## config.mk

```make
export PLATFORM = sky130hd
export DESIGN_NAME = cache_coh_ctrl
export DESIGN_NICKNAME = d
export VERILOG_FILES = /design/src/rtl/cache_coh_ctrl.sv
export SDC_FILE = /design/constraint.sdc
export NUM_CORES = 1
export LEC_CHECK = 0
export ABC_AREA = 1
export CORE_ASPECT_RATIO = 0.6
export CORE_UTILIZATION = 50
export DETAILED_ROUTE_END_ITERATION = 12
export GPL_ROUTABILITY_DRIVEN = 0
export PLACE_DENSITY_LB_ADDON = 0.08
export SETUP_SLACK_MARGIN = 0.1
export SLEW_MARGIN = 0
export SYNTH_ARGS = -nofsm -noshare
export SYNTH_HDL_FRONTEND = slang
export SYNTH_SLANG_ARGS = --single-unit
```

## constraint.sdc

```tcl
create_clock -name clk -period 1.5 [get_ports clk]
set_input_delay 0.225 -clock clk [delete_from_list [all_inputs] [get_ports clk]]
set_output_delay 0.225 -clock clk [all_outputs]
set_load 0.02 [all_outputs]
```

## src/rtl/cache_coh_ctrl.sv

```systemverilog
// Single-core MSI coherence controller: 4-line direct-mapped directory, miss FSM and bus snoop port.
// Optional saturating miss counter enabled by defining COH_MISS_CNT_EN.
module cache_coh_ctrl (
    input  logic       clk,
    input  logic       rst,
    input  logic       cpu_rd,
    input  logic       cpu_wr,
    input  logic [4:0] cpu_addr,
    output logic       stall,
    output logic       read_miss,
    output logic       write_miss,
    output logic [1:0] write_miss_state,
    output logic [4:0] tag_in,
    input  logic       grant,
    input  logic [4:0] tag_out,
    input  logic       search,
    output logic       search_found,
    input  logic       invalidate_tag,
    output logic       fill_done,
    output logic [7:0] miss_count
);

    localparam logic [1:0] ST_M = 2'b00;
    localparam logic [1:0] ST_S = 2'b01;
    localparam logic [1:0] ST_I = 2'b10;

    typedef enum logic [1:0] {IDLE, REQ, XFER, FILL} state_t;

    state_t     r_state;
    logic [2:0] r_tag [4];
    logic [1:0] r_st  [4];
    logic [4:0] r_addr;
    logic       r_is_rd;
    logic [1:0] r_cnt;
    logic       r_found;

    logic       w_cpu_match;
    logic       w_rd_hit;
    logic       w_wr_hit;
    logic       w_miss;
    logic       w_snp_hit;
    logic       w_pend_match;
    logic       w_busy;

    assign w_cpu_match  = (r_tag[cpu_addr[1:0]] == cpu_addr[4:2]);
    assign w_rd_hit     = w_cpu_match && (r_st[cpu_addr[1:0]] != ST_I);
    assign w_wr_hit     = w_cpu_match && (r_st[cpu_addr[1:0]] == ST_M);
    assign w_miss       = cpu_rd ? !w_rd_hit : (cpu_wr && !w_wr_hit);
    assign w_snp_hit    = (r_tag[tag_out[1:0]] == tag_out[4:2]) && (r_st[tag_out[1:0]] != ST_I);
    assign w_pend_match = (r_tag[r_addr[1:0]] == r_addr[4:2]);
    assign w_busy       = (r_state == REQ) || (r_state == XFER);

    // Stall rises combinationally on the miss cycle; request lines only decode registered state.
    assign stall            = ((r_state == IDLE) && w_miss) || w_busy;
    assign read_miss        = w_busy && r_is_rd;
    assign write_miss       = w_busy && !r_is_rd;
    assign tag_in           = r_addr;
    assign write_miss_state = w_pend_match ? r_st[r_addr[1:0]] : ST_I;
    assign search_found     = r_found;
    assign fill_done        = (r_state == FILL);

    always_ff @(posedge clk or posedge rst) begin
        if (rst) begin
            r_state <= IDLE;
            r_addr  <= '0;
            r_is_rd <= 1'b0;
            r_cnt   <= '0;
            r_found <= 1'b0;
            for (int i = 0; i < 4; i++) begin
                r_tag[i] <= '0;
                r_st[i]  <= ST_I;
            end
        end else begin
            r_found <= search && w_snp_hit;
            if (search && w_snp_hit && (r_st[tag_out[1:0]] == ST_M))
                r_st[tag_out[1:0]] <= ST_S;
            if (invalidate_tag && w_snp_hit)
                r_st[tag_out[1:0]] <= ST_I;

            case (r_state)
                IDLE: begin
                    if (w_miss) begin
                        r_addr  <= cpu_addr;
                        r_is_rd <= cpu_rd;
                        r_state <= REQ;
                    end
                end
                REQ: begin
                    if (grant) begin
                        r_cnt   <= '0;
                        r_state <= XFER;
                    end
                end
                XFER: begin
                    if (!grant) begin
                        r_cnt   <= '0;
                        r_state <= REQ;
                    end else if (r_cnt == 2'd3) begin
                        r_cnt   <= '0;
                        r_state <= FILL;
                    end else begin
                        r_cnt <= r_cnt + 2'd1;
                    end
                end
                FILL: begin
                    // Written after the snoop updates so a same-line invalidate loses to the fill.
                    r_tag[r_addr[1:0]] <= r_addr[4:2];
                    r_st[r_addr[1:0]]  <= r_is_rd ? ST_S : ST_M;
                    r_state            <= IDLE;
                end
                default: r_state <= IDLE;
            endcase
        end
    end

`ifdef COH_MISS_CNT_EN
    logic [7:0] r_miss_cnt;

    always_ff @(posedge clk or posedge rst) begin
        if (rst)
            r_miss_cnt <= '0;
        else if ((r_state == IDLE) && w_miss && (r_miss_cnt != 8'hFF))
            r_miss_cnt <= r_miss_cnt + 8'd1;
    end

    assign miss_count = r_miss_cnt;
`else
    assign miss_count = '0;
`endif

endmodule

```

==> metrics.md, run 1 <==
| Metric | Value |
|---|---|
| Final Max Tran Viols | 0 |
| N_diodes | 0 |
| Register bit total from synthesis | 31 |
| Highest Signal Layer | met4 |
| Max Root-Sink Buffers | 2 |
| CP arrival | about 1.8 ns |
| CP endpoint kind | output pin |
| Switching Share | 0.4844 |
| Synth warn | 0 |
| Post-layout minimum cycle time | just over 2 ns |
| TritonCTS clock tree | yes |
| Met2 WL | about 3600 µm |
| DRC errors left | 0 |
| H-tree lvl count | 2 |
| Total track usage | 0.3239 |
| Kind of critical path | register to output pin |
| NetSw | approximately 0.0035 W |
| Final WL | approximately 8400 µm |
| Die W | about 87 µm |
| Clock Sinks | 31 |
| Commonest non-fill, non-tap cell in the layout | nand2_1 |
| Initial antenna violation count | 0 |
| Internal power | approximately 0.0037 W |
| Worst path required time | approximately 1.3 ns |
| Worst IR drop on VDD | 1.767 mV |
| CP cell instances | inv_4 -> nand2_2 -> buf_4 -> inv_1 -> a221oi_2 -> nand4_1 -> buf_2 |
| RSZ-0062 raised after global routing | yes |
| Fill cells | between 200 and 300 |
| DRT iter0 DRCs | 257 |
| Post-synth EDFFs | 0 |
| Fmax | roughly 500 MHz |
| First-pass GRT wire length | 10970 µm |
| Combinational share of power | 0.661 |
| Synth-to-Final Area Change | 61.39% |
| Max Clock Skew | slightly below 0.009 ns |
| Status | complete, but fails checks |
| Via count | approximately 2700 |
| Hold WC Path Type | input port to async pin |
| Met3 wire len | 1006 µm |
| Post-route cell area | ~0.0035 mm² |
| GRT Residual Overflow | 0 |
| PD cells | between 2000 and 2500 mW/mm² |
| Via/cell ratio | 5.646 |
| Worst path slowest cell | dfrtp_2 |
| Maxcap violations | 0 |
| Setup-failing EPs final | 21 |
| Placed cell area | 0.002918 mm² |
| Area of the multi-input gates | 0.001550 mm² |
| Reg area | 792.0 µm² |
| Metal-1 WL | between 3000 and 4000 µm |
| Violations in the final reports | setup timing |
| IO Count | 37 |
| Post-Syn Area | between 0.002 and 0.0025 mm² |
| Most frequent cells in the layout | 77 x nand2_1, 51 x buf_4, 35 x nand2_2, 32 x inv_1, 18 x dfrtp_1 |
| Clk pwr share | 0.092 |
| CTS Hold Bufs | 0 |
| Ys async rst share | 1.000 |
| # port buffers | 28 |
| Worst-path fanout max | 4 |
| DR pass1 iterations | 7 |
| Crit share post-route | 1.357 |
| Final hold vios | 0 |
| Crit-path max cell delay | roughly 0.46 ns |
| Clk root buf | clkbuf_8 |
| Largest net degree at the start of global routing | 32 |
| Starting Density | 0.5252 |
| Final setup margin | -0.5360 ns |
| Synth Flop Type | dfrtp_1 |
| Min Hold Slack | around 0.27 ns |
| CTS buffer count | 5 |
| Wire per inst | between 15 and 20 µm |
| Share of power burned in registers | 0.247 |
| Clk_lat worst skew | 0.29 ns |
| Cells after Synth | between 300 and 400 |
| Detailed Place HPWL | just under 5000 µm |
| Die Height | around 53 µm |
| Antenna viol nets, final | 0 |
| Core Region | between 0.004 and 0.005 mm² |
| Unique masters post-synth | 32 |
| Layout cells sized above 1 | 0.4761 |
| Vias in the first global route | 2283 |
| Nets | 439 |
| Clock transition at path regs | approximately 0.080 ns |
| Std-Cell Rows | 18 |
| Leak | 1.694 nW |
| Sequential share of the synthesized area | 0.3607 |
| Avg Synthesized Cell Area | about 6.8 µm² |
| DIE AREA | 0.004605 mm² |
| Startpoint Class | register |
[worst max-delay path: cells and delay by family, from the launching register on]
kind | cells | cell delay, ns
buffers and inverters | 4 | 0.49
DFF | 1 | 0.46
and+or+nand+nor | 2 | 0.26
AOI/OAI and AO/OA | 1 | 0.33
[final timing paths]
path	startpoint	endpoint	slack, ns	cells past startpoint
max	tag_in[0]	write_miss_state[1]	-0.54	7
min	rst	r_state[0]	0.27	3
max reg2reg	r_tag[8]	r_st[5]	-0.27	13
min reg2reg	r_cnt[0]	r_cnt[0]	0.50	1
max in group asynchronous	rst	r_st[1]	0.97	3
min in group clk	cpu_addr[1]	tag_in[1]	0.32	3
[Yosys cell counts, types with 3 or more instances]
library cell	count	area share
nand2_1	111	0.19
inv_1	44	0.076
dfrtp_1	27	0.31
o21ai_0	25	0.058
nor2_1	23	0.040
nand3_1	18	0.042
buf_4	9	0.031
nor2_2	8	0.023
a21oi_1	7	0.016
ha_1	5	0.029
nand4_1	5	0.014
dfstp_2	4	0.049
a22oi_1	3	0.010
o221ai_1	3	0.012
xor2_1	3	0.012
[logic make-up after synthesis]
| family | after synthesis | share of synthesized area |
|---|---|---|
| buffers and inverters | 56 | 0.1133 |
| flip-flops | 31 | 0.3607 |
| adder cells (fa/ha/maj) | 5 | 0.02890 |
| AO/OA/AOI/OAI | 47 | 0.1260 |
| other | 1 | 0.001732 |
| AND/OR/NAND/NOR | 174 | 0.3491 |
| XOR/XNOR | 5 | 0.02023 |
[repair_timing]
action | CTS | global route
endpoints found under the hold margin | 0 | 0
gates cloned | 2 | 0
endpoints found under the setup margin | 39 | 37
setup buffers | 5 | 11
gates resized for setup | 90 | 94
pin swaps | 18 | 37
[area by class of cell]
type	count	share of cell area
multi-input cells	240	0.4438
repair buffers	93	0.2310
flip-flops and latches	31	0.2267
inverters	46	0.05372
clock buffers	7	0.02185
well taps	60	0.02149
clock inverters	1	0.001433
[flip-flops by register name (all words and copies together) (netlist names)]
name / count
r_tag: 12
r_st: 8
tag_in: 5
r_cnt: 2
r_state: 2
r_is_rd: 1
search_found: 1
[stage by stage]
step | setup slack (ns) | setup TNS [ns] | utilization | total power (W) | instances
final | -0.5360 | -5.069 | 0.8476 | 0.007221 | 478
after global placement | -0.9372 | -9.425 | 0.7080 | 0.005093 | 457
after floorplan | -0.06637 | -0.09427 | - | 0.003485 | 326
after detailed placement | -1.031 | -11.31 | 0.7080 | 0.005169 | 457
after CTS | -0.5024 | -2.118 | 0.7665 | 0.006184 | 470
after global routing | -0.5998 | -6.649 | 0.8476 | 0.007582 | 478
[metal layers]
layer | global-route usage | vias up
met3 | 0.09204 | 50
met5 | 0 | -
met1 | 0.4619 | 1243
met4 | 0.09722 | 0
met2 | 0.4711 | 208
li1 | - | 1198
[power groups by stage]
stage | Combinational (W) | Clock, W | Sequential (W)
after detailed placement | 0.00353 | 0 | 0.00164
after global routing | 0.00510 | 0.000701 | 0.00179
after CTS | 0.00389 | 0.000644 | 0.00165
final | 0.00477 | 0.000661 | 0.00179
after floorplan | 0.00184 | 0 | 0.00164
after global placement | 0.00346 | 0 | 0.00164
Power figures use the tool's default switching activity.
==> inputs of run 2 (changes only) <==
--- a/config.mk
+++ b/config.mk
@@ -11,6 +11,7 @@
 export DETAILED_ROUTE_END_ITERATION = 12
 export GPL_ROUTABILITY_DRIVEN = 0
 export PLACE_DENSITY_LB_ADDON = 0.08
+export RECOVER_POWER = 25
 export SETUP_SLACK_MARGIN = 0.1
 export SLEW_MARGIN = 0
 export SYNTH_ARGS = -nofsm -noshare
==> run 2 against run 1 <==
  * The flow still finishes with violations (setup timing)
  * Setup slack worse by 0.0038 ns
  * Combinational power hardly changed
  * Largest cell class unchanged
  * Count of clock-buffer cells in the layout stayed put
  * Worst hold slack better by 0.054 ns
  * Critical endpoint unchanged
  * First-iteration DRC count is 19% lower
==> metrics.md, run 2 (synthesis gave the netlist of run 1 again) <==
| Metric | Value |
|---|---|
| Detailed Place HPWL | ~5000 µm |
| Total track usage | 0.3239 |
| Placed insts | about 460 |
| Final WL | between 8000 and 9000 µm |
| Met2 WL | between 3000 and 4000 µm |
| Wire per inst | 17.69 µm |
| Std-Cell Rows | 18 |
| Die W | approximately 87 µm |
| Max reg flops | 12 |
| CTS buffer count | 5 |
| Antenna viol nets, final | 0 |
| IO Count | 37 |
| Worst path slowest cell | dfrtp_2 |
| Worst-margin pin slew | 0.8333 ns |
| WP buf/inv | 4 |
| Via/cell ratio | about 5.7 |
| Nets | between 400 and 500 |
| RSZ-0062 raised after global routing | yes |
| CP cell instances | inv_4 -> nand2_2 -> buf_4 -> inv_1 -> a221oi_2 -> nand4_1 -> buf_2 |
| Fmax | approximately 490 MHz |
| R2r setup slk | -0.29 ns |
| H-tree lvl count | 2 |
| Worst IR drop on VDD | about 1.8 mV |
| Max Clock Skew | 0.008697 ns |
| Metal-1 WL | between 3000 and 4000 µm |
| Commonest non-fill, non-tap cell in the layout | nand2_1 |
| Clock Sinks | 31 |
| Layout Cells excl Fill | between 400 and 500 |
| PD cells | slightly above 2000 mW/mm² |
| Final Max Tran Viols | 0 |
| Violations in the final reports | setup timing |
| Final setup margin | -0.5398 ns |
| Crit share post-route | 1.360 |
| Most frequent cells in the layout | 77 x nand2_1, 51 x buf_4, 35 x nand2_2, 32 x inv_1, 18 x dfrtp_1 |
| Largest net degree at the start of global routing | 32 |
| First-pass GRT wire length | about 11000 µm |
| Worst path required time | around 1.3 ns |
| Kind of critical path | register to output pin |
| GRT Residual Overflow | 0 |
| N_diodes | 0 |
| Synth-to-Final Area Change | 60.69% |
| DR pass1 iterations | 5 |
| Layout cells sized above 1 | 0.4761 |
| Initial antenna violation count | 0 |
| Core Region | ~0.0041 mm² |
| DIE AREA | approximately 0.0046 mm² |
| Clk_lat worst skew | 0.29 ns |
| Setup-failing EPs final | 21 |
| Fill cells | approximately 250 |
| Via count | around 2700 |
| Clk root buf | clkbuf_8 |
| Vias in the first global route | between 2000 and 2500 |
| Worst-path fanout max | 4 |
| Final hold vios | 0 |
| Post-layout minimum cycle time | around 2.0 ns |
| Starting Density | 0.5252 |
| Startpoint Class | register |
| Maxcap violations | 0 |
| CP endpoint kind | output pin |
| Clock transition at path regs | 0.08 ns |
| DRT iter0 DRCs | between 200 and 250 |
| CP arrival | around 1.8 ns |
| Highest Signal Layer | met4 |
| Leak | 1.689 nW |
| Cell family with most CP delay | buffers and inverters |
| CTS Hold Bufs | 0 |
| Met3 wire len | roughly 1100 µm |
| # port buffers | 28 |
| Slew headroom | 0.4445 |
| Die Height | 52.97 µm |
| Crit-path max cell delay | ~0.46 ns |
| Status | complete, but fails checks |
| Max Root-Sink Buffers | 2 |
| Hold WC Path Type | input port to register |
| Total Power | 0.007228 W |
| TritonCTS clock tree | yes |
| Reg with most FFs | r_tag |
| DRC errors left | 0 |
==> run 2: cell count changes in the layout (fill, tap and decap cells not counted), sizes merged <==
cell / change
dlygate4sd3: +1
clkdlybuf4s50: -1
buf: -1
clkbuf: +1
==> run 2: where the power goes <==
part | total [W] | internal (W) | switching [W] | leakage, nW
clock | 0.000663 | 0.000326 | 0.000337 | 0.0422
sequential | 0.00180 | 0.00127 | 0.000523 | 0.373
combinational | 0.00477 | 0.00212 | 0.00265 | 1.27
total | 0.00723 | 0.00372 | 0.00351 | 1.69
==> run 2: metrics by stage <==
stage               setup slack (ns)    util  instance area [µm²]  hold slack [ns]  TNS (ns)
global placement             -0.9372  0.7080                 2918           0.4686    -9.425
CTS                          -0.5024  0.7665                 3159           0.2913    -2.118
detailed placement            -1.031  0.7080                 2918           0.4827    -11.31
finish                       -0.5398  0.8440                 3478           0.3218    -5.064
global route                 -0.5998  0.8440                 3478           0.3425    -6.649
floorplan                   -0.06637       -                 2225           0.3254  -0.09427
==> run 2: final timing paths <==
| kind | from | end | depth (start not counted) |
|---|---|---|---|
| setup / recovery | tag_in[0] | write_miss_state[1] | 7 |
| hold / removal | cpu_addr[1] | tag_in[1] | 3 |
| setup reg to reg | r_tag[8] | r_st[5] | 13 |
| hold reg to reg | r_cnt[0] | r_cnt[0] | 1 |
| max in group asynchronous | rst | r_tag[1] | 3 |
| min in group asynchronous | rst | r_state[0] | 3 |
==> run 2: area by class of cell <==
class | instances | area (µm²) | share of cell area
Timing Repair Buffer | 93 | 792.0 | 0.2277
Sequential cell | 31 | 792.0 | 0.2277
Clock inverter | 1 | 5.005 | 0.001439
Clock buffer | 7 | 76.32 | 0.02194
Tap cell | 60 | 75.07 | 0.02158
Multi-Input combinational cell | 240 | 1550 | 0.4457
Inverter | 46 | 187.7 | 0.05396
==> run 2: what timing repair did <==
action,4_1_cts,5_1_grt
setup endpoints to repair,39,37
buffers inserted,5,11
cloned,2,0
gates resized for setup,90,94
pin swaps,18,37
endpoints found under the hold margin,0,0
==> run 2: routing by layer <==
metal,vias up,track usage
met5,-,0
met4,0,0.09722
met3,53,0.09204
met2,218,0.4711
met1,1232,0.4619
li1,1199,-
==> run 2: worst min-delay path: stages <==
cell and delay [ns]:
dlygate4sd2_1 0.24, nand2_1 0.06, nand2_1 0.05
==> RTL change (flow settings as in run 1) <==
The 4 states of `state_t` get a Gray code encoding in 2 bits.
--- a/src/rtl/cache_coh_ctrl.sv
+++ b/src/rtl/cache_coh_ctrl.sv
@@ -25,5 +25,5 @@
     localparam logic [1:0] ST_I = 2'b10;
 
-    typedef enum logic [1:0] {IDLE, REQ, XFER, FILL} state_t;
+    typedef enum logic [1:0] {IDLE = 2'b00, REQ = 2'b01, XFER = 2'b11, FILL = 2'b10} state_t;
 
     state_t     r_state;
Behaviour: no difference found for any inputs over 10 cycles, from zero or initial values and one cycle with rst high; not proved beyond that.
==> RTL change against run 1 <==
- the flow still finishes with violations (setup timing)
- power is 19% lower
- worst hold slack better by 0.53 ps
- via count shrank 6.4%
- setup slack got worse by 76 ps
- design area down 5.7%
- area after synthesis decreased by 3.2%
- wire length decreased by 16%
- count of clock-buffer cells in the layout did not move
- sequential power fell by 9%
- non-clock buffer count rose by 9
- fmax shrank 3.6%
- final cell count down 1.9%
- sequential cell count unchanged
- critical path type unchanged
- largest cell class unchanged
- largest power group unchanged
- highest routed layer unchanged
==> RTL change: results (changes against run 1) <==
| Metric | Value |
|---|---|
| H-Tree Depth | `2 (unchanged)` |
| Worst skew pair latency | `290 ps (about the same)` |
| EDFF count, synth | `0 (unchanged)` |
| Fin nets | `439 (unchanged)` |
| Vias per cell | `5.39 (-4.6%)` |
| Hold crit path type | `in -> async` |
| NetSw | `2.56 mW (-27%)` |
| Asr flop ratio synth | `100% (unchanged)` |
| FF-to-FF End | `r_st[4]` |
| Clock Pin Slew Worst Setup and Hold Paths | `70 ps` |
| CTS buffer count | `5 (unchanged)` |
| Post_cts resized | `84 (-6.7%)` |
| Critical R2R Launch | `r_tag[2]` |
| Sequential area share after synthesis | `37.3% (+1.2 points)` |
| DRC Markers | `0 (unchanged)` |
| Max incr delay on CP | `450 ps` |
| CP startpoint | `tag_in[0]` |
| Placed inst area | `0.00294 mm² (+0.64%)` |
| Largest cells by area after synthesis | `dfrtp_1 32%, nand2_1 21%, inv_1 7.2%` |
| Cell Int Power | `3.30 mW (-11%)` |
| P_seq | `1.62 mW (-9%)` |
| Crit path capture | `write_miss_state[0]` |
| DR iter-0 viols | `202 (-21%)` |
| Clock root buffer | `clkbuf_8` |
| Diodes inserted | `0 (unchanged)` |
| Commonest cells post-synth | `116 x nand2_1, 40 x inv_1, 33 x nor2_1, 27 x dfrtp_1, 19 x o21ai_0` |
| Share of cells above drive strength 1 | `37.4% (-10 points)` |
| First-pass GRT wire length | `11400 µm (+3.6%)` |
| DR WL/cell | `15.2 µm (-14%)` |
| DRT Pass-1 Iters | `5 (-2)` |
| Hpwl dp | `4930 µm (-0.53%)` |
| Initial antenna violation count | `0 (unchanged)` |
| Max VDD drop | `0.00122 V (-31%)` |
| Power share of the clock group | `12.9% (+3.7 points)` |
| Worst path slowest cell | `dfrtp_2` |
| Worst Path Max Fanout | `4 (unchanged)` |
| Gr usage total | `34.4% (+2.0 points)` |
| Clk buf depth | `2 (unchanged)` |
| Post-CTS setup buffers | `9 (+4)` |
| Yosys top cell area share | `32.2% (+1.0 points)` |
| Setup violations, final | `19 (-9.5%)` |
| Post-route setup slack | `-612 ps (-76.4 ps)` |
| Top power group | `combinational cells` |
| Number of global-route vias before repair | `2393 (+4.8%)` |
| Cell count of the worst reg-to-reg path | `14 (+1)` |
| Skew final | `5.10 ps (-3.82 ps)` |
| Biggest register | `r_tag` |
| Largest net degree at the start of global routing | `32 (unchanged)` |
| Outcome | `complete, but fails checks` |
| Failing checks | `setup timing` |
| Yosys warns | `0 (unchanged)` |
| Min Hold Slack | `268 ps (+0.529 ps)` |
| CP arrival | `1890 ps (+80 ps)` |
| Post-synth cell types | `30 (-6.3%)` |
| Pleak | `1.73 nW (+2.4%)` |
| Worst reg2reg setup slack | `-330 ps (-60 ps)` |
RTL change: changes by cell type after synthesis, sizes merged, moves of 4 or more:
cell	before	now
nand2	113	118
nand3	20	16
o21ai	28	20
inv	46	42
nor2	33	38
nand4	5	11
ha	5	1
RTL change: kinds of logic (layout without fill, tap and decap cells):
family / after synthesis / in the layout / share of synthesized area, %
adders and majority gates: 1 / 1 / 0.597
and+or+nand+nor: 187 / 187 / 38.0
AOI/OAI and AO/OA: 37 / 37 / 10.0
other: 1 / 8 / 0.179
buffers and inverters: 53 / 152 / 11.5
DFF: 31 / 31 / 37.3
xor gates and xnor gates: 6 / 6 / 2.51
RTL change: worst min-delay path by stage:
stage	from	endpoint	depth (start not counted)
detailed placement	r_cnt[0]	r_cnt[0]	1
global route	rst	r_cnt[0]	3
finish	rst	r_cnt[1]	3
floorplan	rst	r_cnt[0]	1
global placement	r_cnt[0]	r_cnt[0]	1
CTS	rst	r_cnt[1]	3
RTL change: final cells by class:
cell class	count	area, µm²
fillers	220	533
clock buffers	7	96.3
well taps	47	58.8
inverters	42	160
flip-flops and latches	31	785
multi-input cells	239	1310
clock inverters	1	7.51
repair buffers	102	878
RTL change: worst max-delay path: cells and delay by family (launching register included):
family	cells	cell delay (ps)
compound gates	1	170
xor+xnor	1	150
buf+inv	4	420
flops	1	450
simple gates	4	390
RTL change: metal layers:
metal	track usage [%]	wire (µm)	part of all wire, %
met1	48.2	3340	47
met2	53.2	3060	43
met3	6.98	593	8.3
met4	12.2	131	1.8
met5	0	0	0
RTL change: metrics by stage:
stage | worst slack (ps) | TNS (ps) | instances
floorplan | -75.5 | -141 | 323
global placement | -986 | -11170 | 454
detailed placement | -1080 | -11950 | 454
CTS | -544 | -5530 | 470
global route | -664 | -7220 | 469
finish | -612 | -5420 | 469
